File: src/rtl/instruction_loader_pkg.sv
// Shared definitions for the boot-link instruction loader: sizes, checksum width
// and the load state machine encoding.
package instr_loader_pkg;

    localparam int ADDR_W    = 10;
    localparam int DATA_W    = 32;
    localparam int MAX_WORDS = 1024;
    localparam int CSUM_W    = 8;
    localparam int LEN_W     = 16;

    typedef enum logic [2:0] {
        IDLE,
        LEN_HI,
        LEN_LO,
        DATA,
        CHECK,
        DONE,
        ERR
    } state_t;

    // States in which the boot link is being consumed (busy / in_ready high).
    function automatic logic is_loading(state_t s);
        return (s == LEN_HI) || (s == LEN_LO) || (s == DATA) || (s == CHECK);
    endfunction

endpackage

File: src/rtl/instruction_loader_if.sv
// Boot-link byte stream, instruction-memory write port and load status of the loader.
interface instruction_loader_if #(
    parameter int ADDR_W = instr_loader_pkg::ADDR_W,
    parameter int DATA_W = instr_loader_pkg::DATA_W
);

    logic              start;
    logic [7:0]        in_data;
    logic              in_valid;
    logic              in_ready;
    logic              wr_en;
    logic [ADDR_W-1:0] wr_addr;
    logic [DATA_W-1:0] wr_data;
    logic              busy;
    logic              done;
    logic              error;
    logic [ADDR_W:0]   words_loaded;

    modport master (
        output start, in_data, in_valid,
        input  in_ready, wr_en, wr_addr, wr_data, busy, done, error, words_loaded
    );

    modport slave (
        input  start, in_data, in_valid,
        output in_ready, wr_en, wr_addr, wr_data, busy, done, error, words_loaded
    );

endinterface

File: src/rtl/byte_packer.sv
// Packs bytes MSB first into a word; word and word_valid are registered and appear
// in the cycle after the last byte of a word is accepted.
module byte_packer #(
    parameter int WORD_BYTES = 4
) (
    input  logic                    clock,
    input  logic                    reset,
    input  logic                    clear,
    input  logic [7:0]              byte_in,
    input  logic                    byte_valid,
    output logic                    word_done,
    output logic [WORD_BYTES*8-1:0] word,
    output logic                    word_valid
);

    localparam int CNT_W   = $clog2(WORD_BYTES);
    localparam int SHIFT_W = (WORD_BYTES - 1) * 8;

    logic [CNT_W-1:0]   cnt_reg;
    logic [SHIFT_W-1:0] shift_reg;

    assign word_done = byte_valid && (cnt_reg == CNT_W'(WORD_BYTES - 1));

    always_ff @(posedge clock or posedge reset) begin
        if (reset) begin
            cnt_reg    <= '0;
            shift_reg  <= '0;
            word       <= '0;
            word_valid <= 1'b0;
        end else begin
            word_valid <= word_done;
            if (clear) begin
                cnt_reg <= '0;
            end else if (byte_valid) begin
                cnt_reg   <= cnt_reg + 1'b1;
                shift_reg <= {shift_reg[SHIFT_W-9:0], byte_in};
                if (word_done) begin
                    word <= {shift_reg, byte_in};
                end
            end
        end
    end

endmodule

File: src/rtl/instruction_loader.sv
// Boot loader: reads a 16-bit word count, that many 4-byte words and an XOR checksum
// from the boot link, writing each word to instruction memory as it completes.
module instruction_loader #(
    parameter int ADDR_W    = instr_loader_pkg::ADDR_W,
    parameter int DATA_W    = instr_loader_pkg::DATA_W,
    parameter int MAX_WORDS = instr_loader_pkg::MAX_WORDS
) (
    input  logic                 clock,
    input  logic                 reset,
    instruction_loader_if.slave  bus
);

    import instr_loader_pkg::*;

    state_t             state_reg;
    state_t             state_next;
    logic               busy_reg;
    logic               done_reg;
    logic               error_reg;
    logic [7:0]         len_hi_reg;
    logic [LEN_W-1:0]   word_count_reg;
    logic [CSUM_W-1:0]  checksum_reg;
    logic [ADDR_W:0]    words_loaded_reg;
    logic [ADDR_W-1:0]  wr_addr_reg;

    logic               load_start;
    logic               pack_valid;
    logic               word_done;
    logic               last_word;
    logic [LEN_W-1:0]   len_word;

    assign load_start = bus.start && (state_reg == IDLE || state_reg == DONE || state_reg == ERR);
    assign pack_valid = bus.in_valid && (state_reg == DATA);
    assign len_word   = {len_hi_reg, bus.in_data};
    assign last_word  = (int'(words_loaded_reg) + 1) == int'(word_count_reg);

    byte_packer #(
        .WORD_BYTES (DATA_W / 8)
    ) u_packer (
        .clock      (clock),
        .reset      (reset),
        .clear      (load_start),
        .byte_in    (bus.in_data),
        .byte_valid (pack_valid),
        .word_done  (word_done),
        .word       (bus.wr_data),
        .word_valid (bus.wr_en)
    );

    always_comb begin
        state_next = state_reg;
        case (state_reg)
            IDLE, DONE, ERR: if (bus.start) state_next = LEN_HI;
            LEN_HI:          if (bus.in_valid) state_next = LEN_LO;
            LEN_LO: begin
                if (bus.in_valid) begin
                    state_next = (len_word == '0 || int'(len_word) > MAX_WORDS) ? ERR : DATA;
                end
            end
            DATA:            if (word_done && last_word) state_next = CHECK;
            CHECK: begin
                if (bus.in_valid) begin
                    state_next = (bus.in_data == checksum_reg) ? DONE : ERR;
                end
            end
            default:         state_next = IDLE;
        endcase
    end

    always_ff @(posedge clock or posedge reset) begin
        if (reset) begin
            state_reg        <= IDLE;
            busy_reg         <= 1'b0;
            done_reg         <= 1'b0;
            error_reg        <= 1'b0;
            len_hi_reg       <= '0;
            word_count_reg   <= '0;
            checksum_reg     <= '0;
            words_loaded_reg <= '0;
            wr_addr_reg      <= '0;
        end else begin
            state_reg <= state_next;
            busy_reg  <= is_loading(state_next);
            if (load_start) begin
                done_reg         <= 1'b0;
                error_reg        <= 1'b0;
                words_loaded_reg <= '0;
                checksum_reg     <= '0;
            end
            if (state_next != state_reg) begin
                if (state_next == DONE) done_reg  <= 1'b1;
                if (state_next == ERR)  error_reg <= 1'b1;
            end
            if (state_reg == LEN_HI && bus.in_valid) len_hi_reg     <= bus.in_data;
            if (state_reg == LEN_LO && bus.in_valid) word_count_reg <= len_word;
            if (pack_valid) checksum_reg <= checksum_reg ^ bus.in_data;
            // Address is the pre-increment count, so a full load ends at MAX_WORDS-1.
            if (word_done) begin
                wr_addr_reg      <= words_loaded_reg[ADDR_W-1:0];
                words_loaded_reg <= words_loaded_reg + 1'b1;
            end
        end
    end

    assign bus.in_ready     = busy_reg;
    assign bus.busy         = busy_reg;
    assign bus.done         = done_reg;
    assign bus.error        = error_reg;
    assign bus.words_loaded = words_loaded_reg;
    assign bus.wr_addr      = wr_addr_reg;

endmodule
File: src/flat_wrapper.sv
// flat-port wrapper written by rule: the top's interface ports become plain ports
module instruction_loader_flat import instr_loader_pkg::*;
#(
    parameter int ADDR_W    = instr_loader_pkg::ADDR_W,
    parameter int DATA_W    = instr_loader_pkg::DATA_W,
    parameter int MAX_WORDS = instr_loader_pkg::MAX_WORDS
)
  (clock, reset, bus_start, bus_in_data, bus_in_valid, bus_in_ready, bus_wr_en, bus_wr_addr, bus_wr_data, bus_busy, bus_done, bus_error, bus_words_loaded);
  instruction_loader_if #(.ADDR_W(ADDR_W), .DATA_W(DATA_W)) bus_i ();
  input  logic clock;
  input  logic reset;
  input wire logic [$bits(bus_i.start)-1:0] bus_start;
  input wire logic [$bits(bus_i.in_data)-1:0] bus_in_data;
  input wire logic [$bits(bus_i.in_valid)-1:0] bus_in_valid;
  output wire logic [$bits(bus_i.in_ready)-1:0] bus_in_ready;
  output wire logic [$bits(bus_i.wr_en)-1:0] bus_wr_en;
  output wire logic [$bits(bus_i.wr_addr)-1:0] bus_wr_addr;
  output wire logic [$bits(bus_i.wr_data)-1:0] bus_wr_data;
  output wire logic [$bits(bus_i.busy)-1:0] bus_busy;
  output wire logic [$bits(bus_i.done)-1:0] bus_done;
  output wire logic [$bits(bus_i.error)-1:0] bus_error;
  output wire logic [$bits(bus_i.words_loaded)-1:0] bus_words_loaded;
  assign bus_i.start = bus_start;
  assign bus_i.in_data = bus_in_data;
  assign bus_i.in_valid = bus_in_valid;
  assign bus_in_ready = bus_i.in_ready;
  assign bus_wr_en = bus_i.wr_en;
  assign bus_wr_addr = bus_i.wr_addr;
  assign bus_wr_data = bus_i.wr_data;
  assign bus_busy = bus_i.busy;
  assign bus_done = bus_i.done;
  assign bus_error = bus_i.error;
  assign bus_words_loaded = bus_i.words_loaded;
  instruction_loader #(.ADDR_W(ADDR_W), .DATA_W(DATA_W), .MAX_WORDS(MAX_WORDS)) u_core (.clock(clock), .reset(reset), .bus(bus_i));
endmodule
File: config.mk
export PLATFORM = sky130hd
export DESIGN_NAME = instruction_loader_flat
export DESIGN_NICKNAME = d
export VERILOG_FILES = /design/src/rtl/instruction_loader_pkg.sv /design/src/rtl/instruction_loader_if.sv /design/src/rtl/byte_packer.sv /design/src/rtl/instruction_loader.sv /design/src/flat_wrapper.sv
export SDC_FILE = /design/constraint.sdc
export NUM_CORES = 1
export LEC_CHECK = 0
export BUFFER_PORTS_ARGS = -buffer_cell sky130_fd_sc_hd__buf_2
export CORE_MARGIN = 1.5
export CORE_UTILIZATION = 52
export DETAILED_ROUTE_END_ITERATION = 12
export GPL_TIMING_DRIVEN = 0
export PLACE_DENSITY = 0.76
export SYNTH_ARGS = -nofsm -noshare
export SYNTH_HDL_FRONTEND = slang
export SYNTH_SLANG_ARGS = --single-unit
export TNS_END_PERCENT = 50
File: constraint.sdc
create_clock -name clock -period 3.65 [get_ports clock]
set_clock_uncertainty 0.15 [all_clocks]
set_input_delay 0.365 -clock clock [delete_from_list [all_inputs] [get_ports clock]]
set_output_delay 0.365 -clock clock [all_outputs]
set_load 0.1 [all_outputs]
==> qor.txt, run 1 <==
status - completed
most common cell after layout, fill and taps aside - nand2_1
root buffer cell - clkbuf_8
Fillers - 758
via count - 4604
Post-Syn Instances - 603
Crit. Startpoint - u_core.bus.words_loaded[1]$_DFFE_PP0P_
EDFF count, synth - 0
area delta synth->final - 22.67%
Total Wirelength - 12670 um
max cap viols - 0
Port Buffers - 67
Rows - 36
Synth Register Bits - 118
post-DR wirelength/cell - 15.02 um
Final Core Density - 66.51%
area share of the largest cell type after synthesis - 55.20%
WS Path Type - reg -> reg
Die W - 104.4 um
TritonRoute pass-1 iters - 5
Power Dens Cells - 969.5 nW/um2
Final Cycle Share - 74.35%
DRT iter0 DRCs - 266
P_leak - 3.400 nW
sequential area share after synthesis - 55.20%
pin count of the biggest net entering global routing - 77
setup bufs post-CTS - 0
Reg2Reg Depth - 9
Synthesized Nets - 617
HPWL after detailed placement - 8612 um
H-tree depth - 4
FFs w/ async S/R, synth - 100.0%
total core area - 9864 um2
DR DRC count - 0
final setup fails - 0
synthesis warning total - 0
GP Congestion - 0.8672
# clock sinks - 118
Post-Place Cells - 804
Synth cell types - 51
Fmax - 0.3685 GHz
Slew @ Worst Pin - 0.7909 ns
Yosys top cell by area - dfrtp_1
Final Hold Viols - 0
DP Area - 5881 um2
CP Capture Type - flip-flop
Remaining Overflow, GRT - 0
antenna cells - 0
TritonCTS Buffers - 17
Worst-path clk slew - 0.06 ns
FF-to-FF Start - u_core.bus.words_loaded[1]$_DFFE_PP0P_
syn avg cell area - 8.870 um2
gr usage total - 24.76%
cell area after synthesis - 5349 um2
I/O pins - 70
DIE HEIGHT - 104.4 um
Initial Utilization - 54.22%
ANT nets after route - 0
max reg flops - 32
Vias/cell - 5.455
most frequent cells in the layout - nand2_1 (248), dfrtp_1 (118), buf_2 (75), o21ai_0 (41), nor2_1 (26)
Final Cell Area - 6561 um2
synth top area cells - dfrtp_1 (55%), nand2_1 (17%), o21ai_0 (3.8%), xnor2_1 (2.8%), mux2_2 (1.9%)
vias in the first global route - 4486
clock buffer depth - 2
hold_sp - bus_in_data[4]
layout cells sized above 1 - 17.44%
Die ar. - 10900 um2
Worst Hold Path Cells - 3
CP required - 3.88 ns
CP Launch Type - flip-flop
Worst slew margin - 47.02%
Hold Path Class - in -> reg
initial antenna violation count - 0
maximum vdd drop - 0.0009488 V
non-filler instance count after layout - 844
Slew Viols, Final - 0
worst skew pair latency - 0.52 ns
maximum net fanout on the critical path - 8
min Tclk post-route - 2.714 ns
ys flop type - dfrtp_1
first-pass GRT wire length - 21440 um
nets@finish - 712
CTS tree - done
unrepaired setup endpoints after global routing - no
CP arrival - 2.94 ns
==> through the flow <==
step	setup TNS, ns	worst slack [ns]	total power, mW	hold slack [ns]
floorplan	0	0.005882	4.180	0.2886
global placement	-125.71	-1.073	4.592	0.3039
detailed placement	0	1.006	4.663	0.3072
CTS	0	0.9796	6.369	0.005473
global route	0	0.7198	6.651	0.03767
finish	0	0.9361	6.361	0.02368
==> worst paths after layout <==
| check | to | slack [ns] |
|---|---|---|
| worst max-delay path | u_core.state_reg[0]$_DFF_PP0_ | 0.94 |
| worst min-delay path | u_core.word_count_reg[4]$_DFFE_PP0P_ | 0.02 |
| worst max register to register | u_core.state_reg[0]$_DFF_PP0_ | 0.94 |
| worst min register to register | u_core.u_packer.word[24]$_DFFE_PP0P_ | 0.32 |
| max in group asynchronous | u_core.u_packer.word[11]$_DFFE_PP0P_ | 2.30 |
| min in group asynchronous | u_core.bus.wr_addr[2]$_DFFE_PP0P_ | 0.29 |
==> per-layer routing <==
layer | part of all wire (%) | GRT usage [%] | vias up
li1 | - | - | 2191
met1 | 43 | 31.60 | 2227
met2 | 49 | 40.18 | 163
met3 | 5.9 | 6.391 | 23
met4 | 1.2 | 10.12 | 0
met5 | 0 | 0 | -
==> cell families after synthesis <==
group / after synthesis / share of synthesized area [%]
AND/OR/NAND/NOR: 330 / 26.04
flip-flops: 118 / 55.20
AO/OA/AOI/OAI: 79 / 9.450
buffers and inverters: 43 / 3.345
XOR/XNOR: 22 / 3.602
multiplexers: 9 / 1.895
adder cells (fa/ha/maj): 2 / 0.4678
==> layout make-up <==
type,count,area (um2),share of cell area [%]
tap,133,166.4,2.536
buffer,36,152.6,2.326
inverter,7,28.78,0.4386
sequential,118,2953,45.00
timing repair buffer,76,442.9,6.751
clock buffer,24,480.5,7.323
clock inverter,8,120.1,1.831
multi-input combinational,442,2217,33.79
==> report_power, final <==
| group | total [mW] | switching, mW | leakage, nW | internal [mW] |
|---|---|---|---|---|
| Clock | 1.67 | 0.564 | 0.291 | 1.11 |
| Sequential | 2.13 | 0.345 | 1.55 | 1.78 |
| Combinational | 2.56 | 1.97 | 1.56 | 0.594 |
==> worst max-delay path, stage by stage (launching register included) <==
cell	delay, ns
dfrtp_1	0.47
ha_1	0.18
buf_2	0.18
and3_1	0.16
clkbuf_1	0.25
a31oi_1	0.13
a211oi_1	0.24
nand4_1	0.20
nor3_1	0.45
o21ai_0	0.14
==> synth_stat cells (4+ instances only) <==
cell type	count
nand2_1	248
dfrtp_1	118
o21ai_0	41
nor2_1	26
clkbuf_1	21
xnor2_1	17
nand3_1	12
mux2_2	9
buf_2	8
nand4_1	8
inv_1	7
o31ai_1	7
and2_1	5
buf_1	5
xor2_1	5
a21oi_1	4
a31oi_1	4
nor3_1	4
==> repair_timing <==
item,CTS,global route
endpoints found under the hold margin,53,0
endpoints found under the setup margin,0,0
gates resized for setup,0,0
hold buffers,8,0
(Power assumes the default switching activity.)
==> inputs of run 2 (changes only) <==
--- a/config.mk
+++ b/config.mk
@@ -5,6 +5,7 @@
 export SDC_FILE = /design/constraint.sdc
 export NUM_CORES = 1
 export LEC_CHECK = 0
+export ABC_AREA = 1
 export BUFFER_PORTS_ARGS = -buffer_cell sky130_fd_sc_hd__buf_2
 export CORE_MARGIN = 1.5
 export CORE_UTILIZATION = 52
==> constraint.sdc (replaced) <==
create_clock -name clock -period 2.32 [get_ports clock]
set_clock_uncertainty 0.15 [all_clocks]
set_input_delay 0.232 -clock clock [delete_from_list [all_inputs] [get_ports clock]]
set_output_delay 0.232 -clock clock [all_outputs]
set_load 0.1 [all_outputs]
==> qor.txt, run 2 <==
most common cell after layout, fill and taps aside - nand2_1
Worst-path clk slew - 0.06 ns
CP required - 2.58 ns
Final Cycle Share - 95.37%
WS Path Type - reg -> reg
DRT iter0 DRCs - 383
Rows - 36
DIE HEIGHT - 103.1 um
Post-Place Worst Slack - -0.06121 ns
min Tclk post-route - 2.213 ns
area delta synth->final - 26.05%
register area - 2957 um2
maximum vdd drop - 0.0009415 V
DR DRC count - 0
ys flop type - dfrtp_1
pin count of the biggest net entering global routing - 34
synth top area cells - dfrtp_1 (57%), nand2_1 (15%), o21ai_0 (8.1%), nand3_1 (4.0%), inv_1 (3.8%)
Slew Viols, Final - 0
Worst slew margin - 63.36%
CP Capture Type - flip-flop
most frequent cells in the layout - nand2_1 (209), dfrtp_1 (115), o21ai_0 (84), buf_2 (69), inv_1 (52)
CP arrival - 2.48 ns
CTS tree - done
most frequent cell after synthesis - nand2_1
sequential area share after synthesis - 56.70%
Post-synth top cells - nand2_1 (211), dfrtp_1 (118), o21ai_0 (84), inv_1 (53), nand3_1 (42)
Port Buffers - 69
worst setup margin - 0.1074 ns
H-tree depth - 4
worst skew pair latency - 0.52 ns
antenna cells - 0
max reg flops - 32
cell area after synthesis - 5207 um2
TritonCTS Buffers - 17
syn avg cell area - 8.467 um2
CP Launch Type - flip-flop
initial antenna violation count - 0
Yosys top cell by area - dfrtp_1
Total Wirelength - 13340 um
Slew @ Worst Pin - 0.5485 ns
Hold WS - 0.1253 ns
Synthesized Nets - 629
# clock sinks - 118
status - completed
crit path buf inv count - 0
Hold Path Class - in -> reg
TritonRoute pass-1 iters - 5
HPWL after detailed placement - 9016 um
GP Congestion - 0.8639
Power Dens Cells - 1449 nW/um2
root buffer cell - clkbuf_8
Synth Register Bits - 118
Top delay family on crit path - simple AND/OR/NAND/NOR gates
Die ar. - 10620 um2
Vias/cell - 5.366
final setup fails - 0
Fmax - 0.4520 GHz
post-DR wirelength/cell - 15.37 um
Post-Syn Instances - 615
P_leak - 3.369 nW
Top cell by count, worst path - nand2_1
EDFF count, synth - 0
via count - 4658
Worst path max stage delay - 0.43 ns
ANT nets after route - 0
nets@finish - 737
CP Cell Sequence - ha_1, nand2_4, nand2_1, xor2_1, nand3_1, nor2_1, nand2_2, o21ai_4, nand2_2, nand2_1, nand2_1, nand2_1, nand2_1
vias in the first global route - 4388
max cap viols - 0
layout cells sized above 1 - 18.91%
Remaining Overflow, GRT - 0
Setup TNS - 0 ns
multi-input logic area - 1991 um2
synthesis warning total - 0
Initial Utilization - 53.52%
maximum net fanout on the critical path - 6
Synth cell types - 29
Total Power - 9.513 mW
Fillers - 793
gr usage total - 27.11%
FFs w/ async S/R, synth - 100.0%
Final Hold Viols - 0
CP max-delay cell - dfrtp_2
total core area - 9729 um2
clock buffer depth - 2
first-pass GRT wire length - 21600 um
I/O pins - 70
area share of the largest cell type after synthesis - 56.70%
Die W - 103.1 um
run 2: cell types whose count changed after synthesis, moves of 7 or more:
| cell | before | now |
|---|---|---|
| nand3_1 | 12 | 42 |
| o31ai_1 | 7 | 0 |
| inv_1 | 7 | 53 |
| o21ai_0 | 41 | 84 |
| mux2_2 | 9 | 0 |
| nand2_1 | 248 | 211 |
| xnor2_1 | 17 | 6 |
| buf_2 | 8 | 0 |
| nor2_2 | 0 | 8 |
run 2: power breakdown:
group | switching [mW] | internal [mW] | total, mW
Clock | 0.972 | 1.67 | 2.65
Combinational | 2.87 | 0.819 | 3.69
Sequential | 0.450 | 2.73 | 3.18
Total | 4.29 | 5.22 | 9.51
run 2: per-stage QoR:
stage,std cells,cell area [um2],util [%]
floorplan,615,5211,-
global placement,817,5723,58.82
detailed placement,820,5783,59.44
CTS,861,6485,66.65
global route,868,6564,67.46
finish,868,6564,67.46
run 2: final cells by class:
cell class	instances	area share, %
clock inverter	13	2.612
buffer	20	1.201
sequential	118	45.04
clock buffer	18	6.519
multi-input combinational	421	30.33
tap	133	2.535
inverter	56	3.260
timing repair buffer	89	8.502
run 2: worst register-to-register path, cell delays in order (launching register included):
cell,delay [ns]
dfrtp_2,0.43
ha_1,0.27
nand2_4,0.13
nand2_1,0.12
xor2_1,0.18
nand3_1,0.10
nor2_1,0.12
nand2_2,0.12
o21ai_4,0.22
nand2_2,0.07
nand2_1,0.06
nand2_1,0.05
nand2_1,0.05
nand2_1,0.05
run 2: what timing repair did:
action | in CTS | in global routing
hold endpoints to repair | 75 | 0
hold buffers | 10 | 0
setup buffers | 0 | 7
pin swaps | 0 | 1
endpoints found under the setup margin | 2 | 2
gates resized for setup | 2 | 6
run 2: logic make-up (layout without fill, tap and decap cells):
kind of cell    count (synthesis)  count (layout)  share of synthesized area, %
xor+xnor                       11              11                         1.850
fa+ha+maj                       2               2                        0.4805
buf+inv                        76             196                         5.550
compound gates                 95              95                         9.515
simple gates                  313             313                         25.90
flops                         118             118                         56.70
run 2: worst paths after layout:
check                                                     startpoint                                   end  slack (ns)  depth (start not counted)
max                           u_core.bus.words_loaded[0]$_DFFE_PP0P_            u_core.bus.error$_DFF_PP0_        0.11                         13
min                                                        bus_start    u_core.checksum_reg[4]$_DFFE_PP0P_        0.13                          4
min in group asynchronous                                      reset  u_core.u_packer.word[26]$_DFFE_PP0P_        0.16                          3
max in group asynchronous                                      reset      u_core.len_hi_reg[3]$_DFFE_PP0P_        0.85                          6
max reg2reg                   u_core.bus.words_loaded[0]$_DFFE_PP0P_            u_core.bus.error$_DFF_PP0_        0.11                         13
min reg2reg                u_core.u_packer.shift_reg[21]$_DFFE_PP0P_  u_core.u_packer.word[29]$_DFFE_PP0P_        0.32                          2
run 2: per-layer routing:
metal	global-route usage [%]	wire [um]
met4	9.979	205
met1	36.11	5741
met2	43.72	6490
met3	6.237	900
met5	0	0
==> inputs of run 3 (changes only) <==
--- a/config.mk
+++ b/config.mk
@@ -8,10 +8,10 @@
 export ABC_AREA = 1
 export BUFFER_PORTS_ARGS = -buffer_cell sky130_fd_sc_hd__buf_2
 export CORE_MARGIN = 1.5
-export CORE_UTILIZATION = 52
+export CORE_UTILIZATION = 55
 export DETAILED_ROUTE_END_ITERATION = 12
 export GPL_TIMING_DRIVEN = 0
-export PLACE_DENSITY = 0.76
+export PLACE_DENSITY = 0.77
 export SYNTH_ARGS = -nofsm -noshare
 export SYNTH_HDL_FRONTEND = slang
 export SYNTH_SLANG_ARGS = --single-unit
==> constraint.sdc (replaced) <==
create_clock -name clock -period 2.3 [get_ports clock]
set_clock_uncertainty 0.15 [all_clocks]
set_input_delay 0.23 -clock clock [delete_from_list [all_inputs] [get_ports clock]]
set_output_delay 0.23 -clock clock [all_outputs]
set_load 0.1 [all_outputs]
==> qor.txt, run 3 (synthesis results as in run 2) <==
Power Dens Cells - 1445 nW/um2
Final Cell Area - 6497 um2
Reg2Reg Depth - 16
max reg flops - 32
Slew Viols, Final - 0
Hold WS - 0.06642 ns
GP Congestion - 0.8665
Die W - 100.3 um
Slew @ Worst Pin - 0.5656 ns
Rows - 35
root buffer cell - clkbuf_8
clock power share - 26.2%
Port Buffers - 69
vias in the first global route - 4510
ANT nets after route - 0
initial antenna violation count - 0
CP required - 2.56 ns
Total Power - 9.387 mW
gr usage total - 28.57%
CP arrival - 2.46 ns
total core area - 9196 um2
WS Path Type - reg -> reg
CP Capture Type - flip-flop
maximum net fanout on the critical path - 7
# clock sinks - 118
DP Area - 5756 um2
status - completed
TritonCTS Buffers - 17
Combinational Power Share - 39.7%
nets@finish - 733
via count - 4643
Initial Utilization - 56.63%
most frequent cells in the layout - nand2_1 (208), dfrtp_1 (114), o21ai_0 (84), buf_2 (69), inv_1 (51)
CP Launch Type - flip-flop
Pint - 5.065 mW
Final Cycle Share - 95.35%
most common cell after layout, fill and taps aside - nand2_1
Hold Path Class - in -> async
DR DRC count - 0
worst skew pair latency - 0.52 ns
Remaining Overflow, GRT - 0
Worst slew margin - 62.30%
P_leak - 3.333 nW
Worst-path clk slew - 0.06 ns
antenna cells - 0
Psw - 4.321 mW
clock buffer depth - 2
Final Hold Viols - 0
Fmax - 0.4560 GHz
min Tclk post-route - 2.193 ns
first-pass GRT wire length - 21980 um
layout cells sized above 1 - 19.26%
DRT iter0 DRCs - 342
Sw Share - 46.04%
TritonRoute pass-1 iters - 5
area delta synth->final - 24.77%
HPWL after detailed placement - 9094 um
final setup fails - 0
maximum vdd drop - 0.0009383 V
CTS tree - done
Seq pwr share - 34.1%
post-DR wirelength/cell - 15.85 um
I/O pins - 70
Total Wirelength - 13360 um
Die ar. - 10060 um2
max cap viols - 0
DIE HEIGHT - 100.3 um
Vias/cell - 5.508
pin count of the biggest net entering global routing - 42
H-tree depth - 4
==> run 3: changes by cell type in the layout (fill, tap and decap cells not counted), moves of 2 or more <==
cell / change
buf_4: -4
bufinv_16: -2
clkinv_2: +2
clkinv_4: +2
==> run 3: power groups by stage <==
stage,registers [mW],logic [mW],clock network (mW)
finish,3.20,3.73,2.46
CTS,3.17,3.68,2.48
global route,3.26,4.00,2.58
detailed placement,3.21,3.61,0
global placement,3.18,3.49,0
floorplan,4.65,1.40,0
==> run 3: timing repair <==
action                     in CTS  in global routing
pin swaps                       0                  2
setup buffers                   2                  1
hold endpoints to repair      119                  0
resized for setup               3                 12
gates cloned                    0                  0
setup endpoints to repair       2                  2
hold buffers                   10                  0
==> run 3: critical path, cell delays in order, from the launching register on <==
cell and delay, ns:
dfrtp_2 0.40, buf_4 0.18, nand3_2 0.14, nor2_4 0.15, nand2_1 0.07, nand2_1 0.08, nand2_1 0.07, nand2_1 0.05
nand2_1 0.05, nor2_2 0.10, nand2_2 0.12, o21ai_4 0.23, nand2_2 0.07, nand2_1 0.07, nand2_1 0.05, nand2_1 0.06
nand2_1 0.05
==> run 3: layer usage <==
metal	GRT usage, %	share of wire [%]
met5	0	0
met4	10.51	2.0
met3	5.501	5.5
met2	47.10	50
met1	37.91	43
==> run 3: final timing paths <==
path                                                            from                                        to  slack [ns]
max in group asynchronous                                      reset  u_core.u_packer.shift_reg[6]$_DFFE_PP0P_        1.23
min in group clock                                         bus_start             u_core.state_reg[1]$_DFF_PP0_        0.13
hold / removal                                                 reset      u_core.u_packer.word[28]$_DFFE_PP0P_        0.07
hold reg to reg            u_core.u_packer.shift_reg[23]$_DFFE_PP0P_      u_core.u_packer.word[31]$_DFFE_PP0P_        0.32
setup reg to reg              u_core.bus.words_loaded[0]$_DFFE_PP0P_                u_core.bus.error$_DFF_PP0_        0.11
setup / recovery              u_core.bus.words_loaded[0]$_DFFE_PP0P_                u_core.bus.error$_DFF_PP0_        0.11
==> run 3: final cells by class <==
cell class              count  area [um2]
repair buffers             85       528.0
plain buffers              20       78.83
well taps                 111       138.9
flip-flops and latches    118        2958
fillers                   713        2699
clock inverters            13       122.6
multi-input cells         421        2016
inverters                  56       214.0
clock buffers              19       441.7
==> run 3: through the flow <==
stage                     instances  TNS (ns)  util [%]  setup WS [ns]
after detailed placement        798   -0.2383     62.59        -0.1265
after CTS                       842         0     70.08        0.08863
after floorplan                 615    -1.876         -        -0.5064
after global placement          795    -24.31     61.93        -0.2122
after global routing            843  -0.01468     70.65       -0.01468
final                           843         0     70.65         0.1070
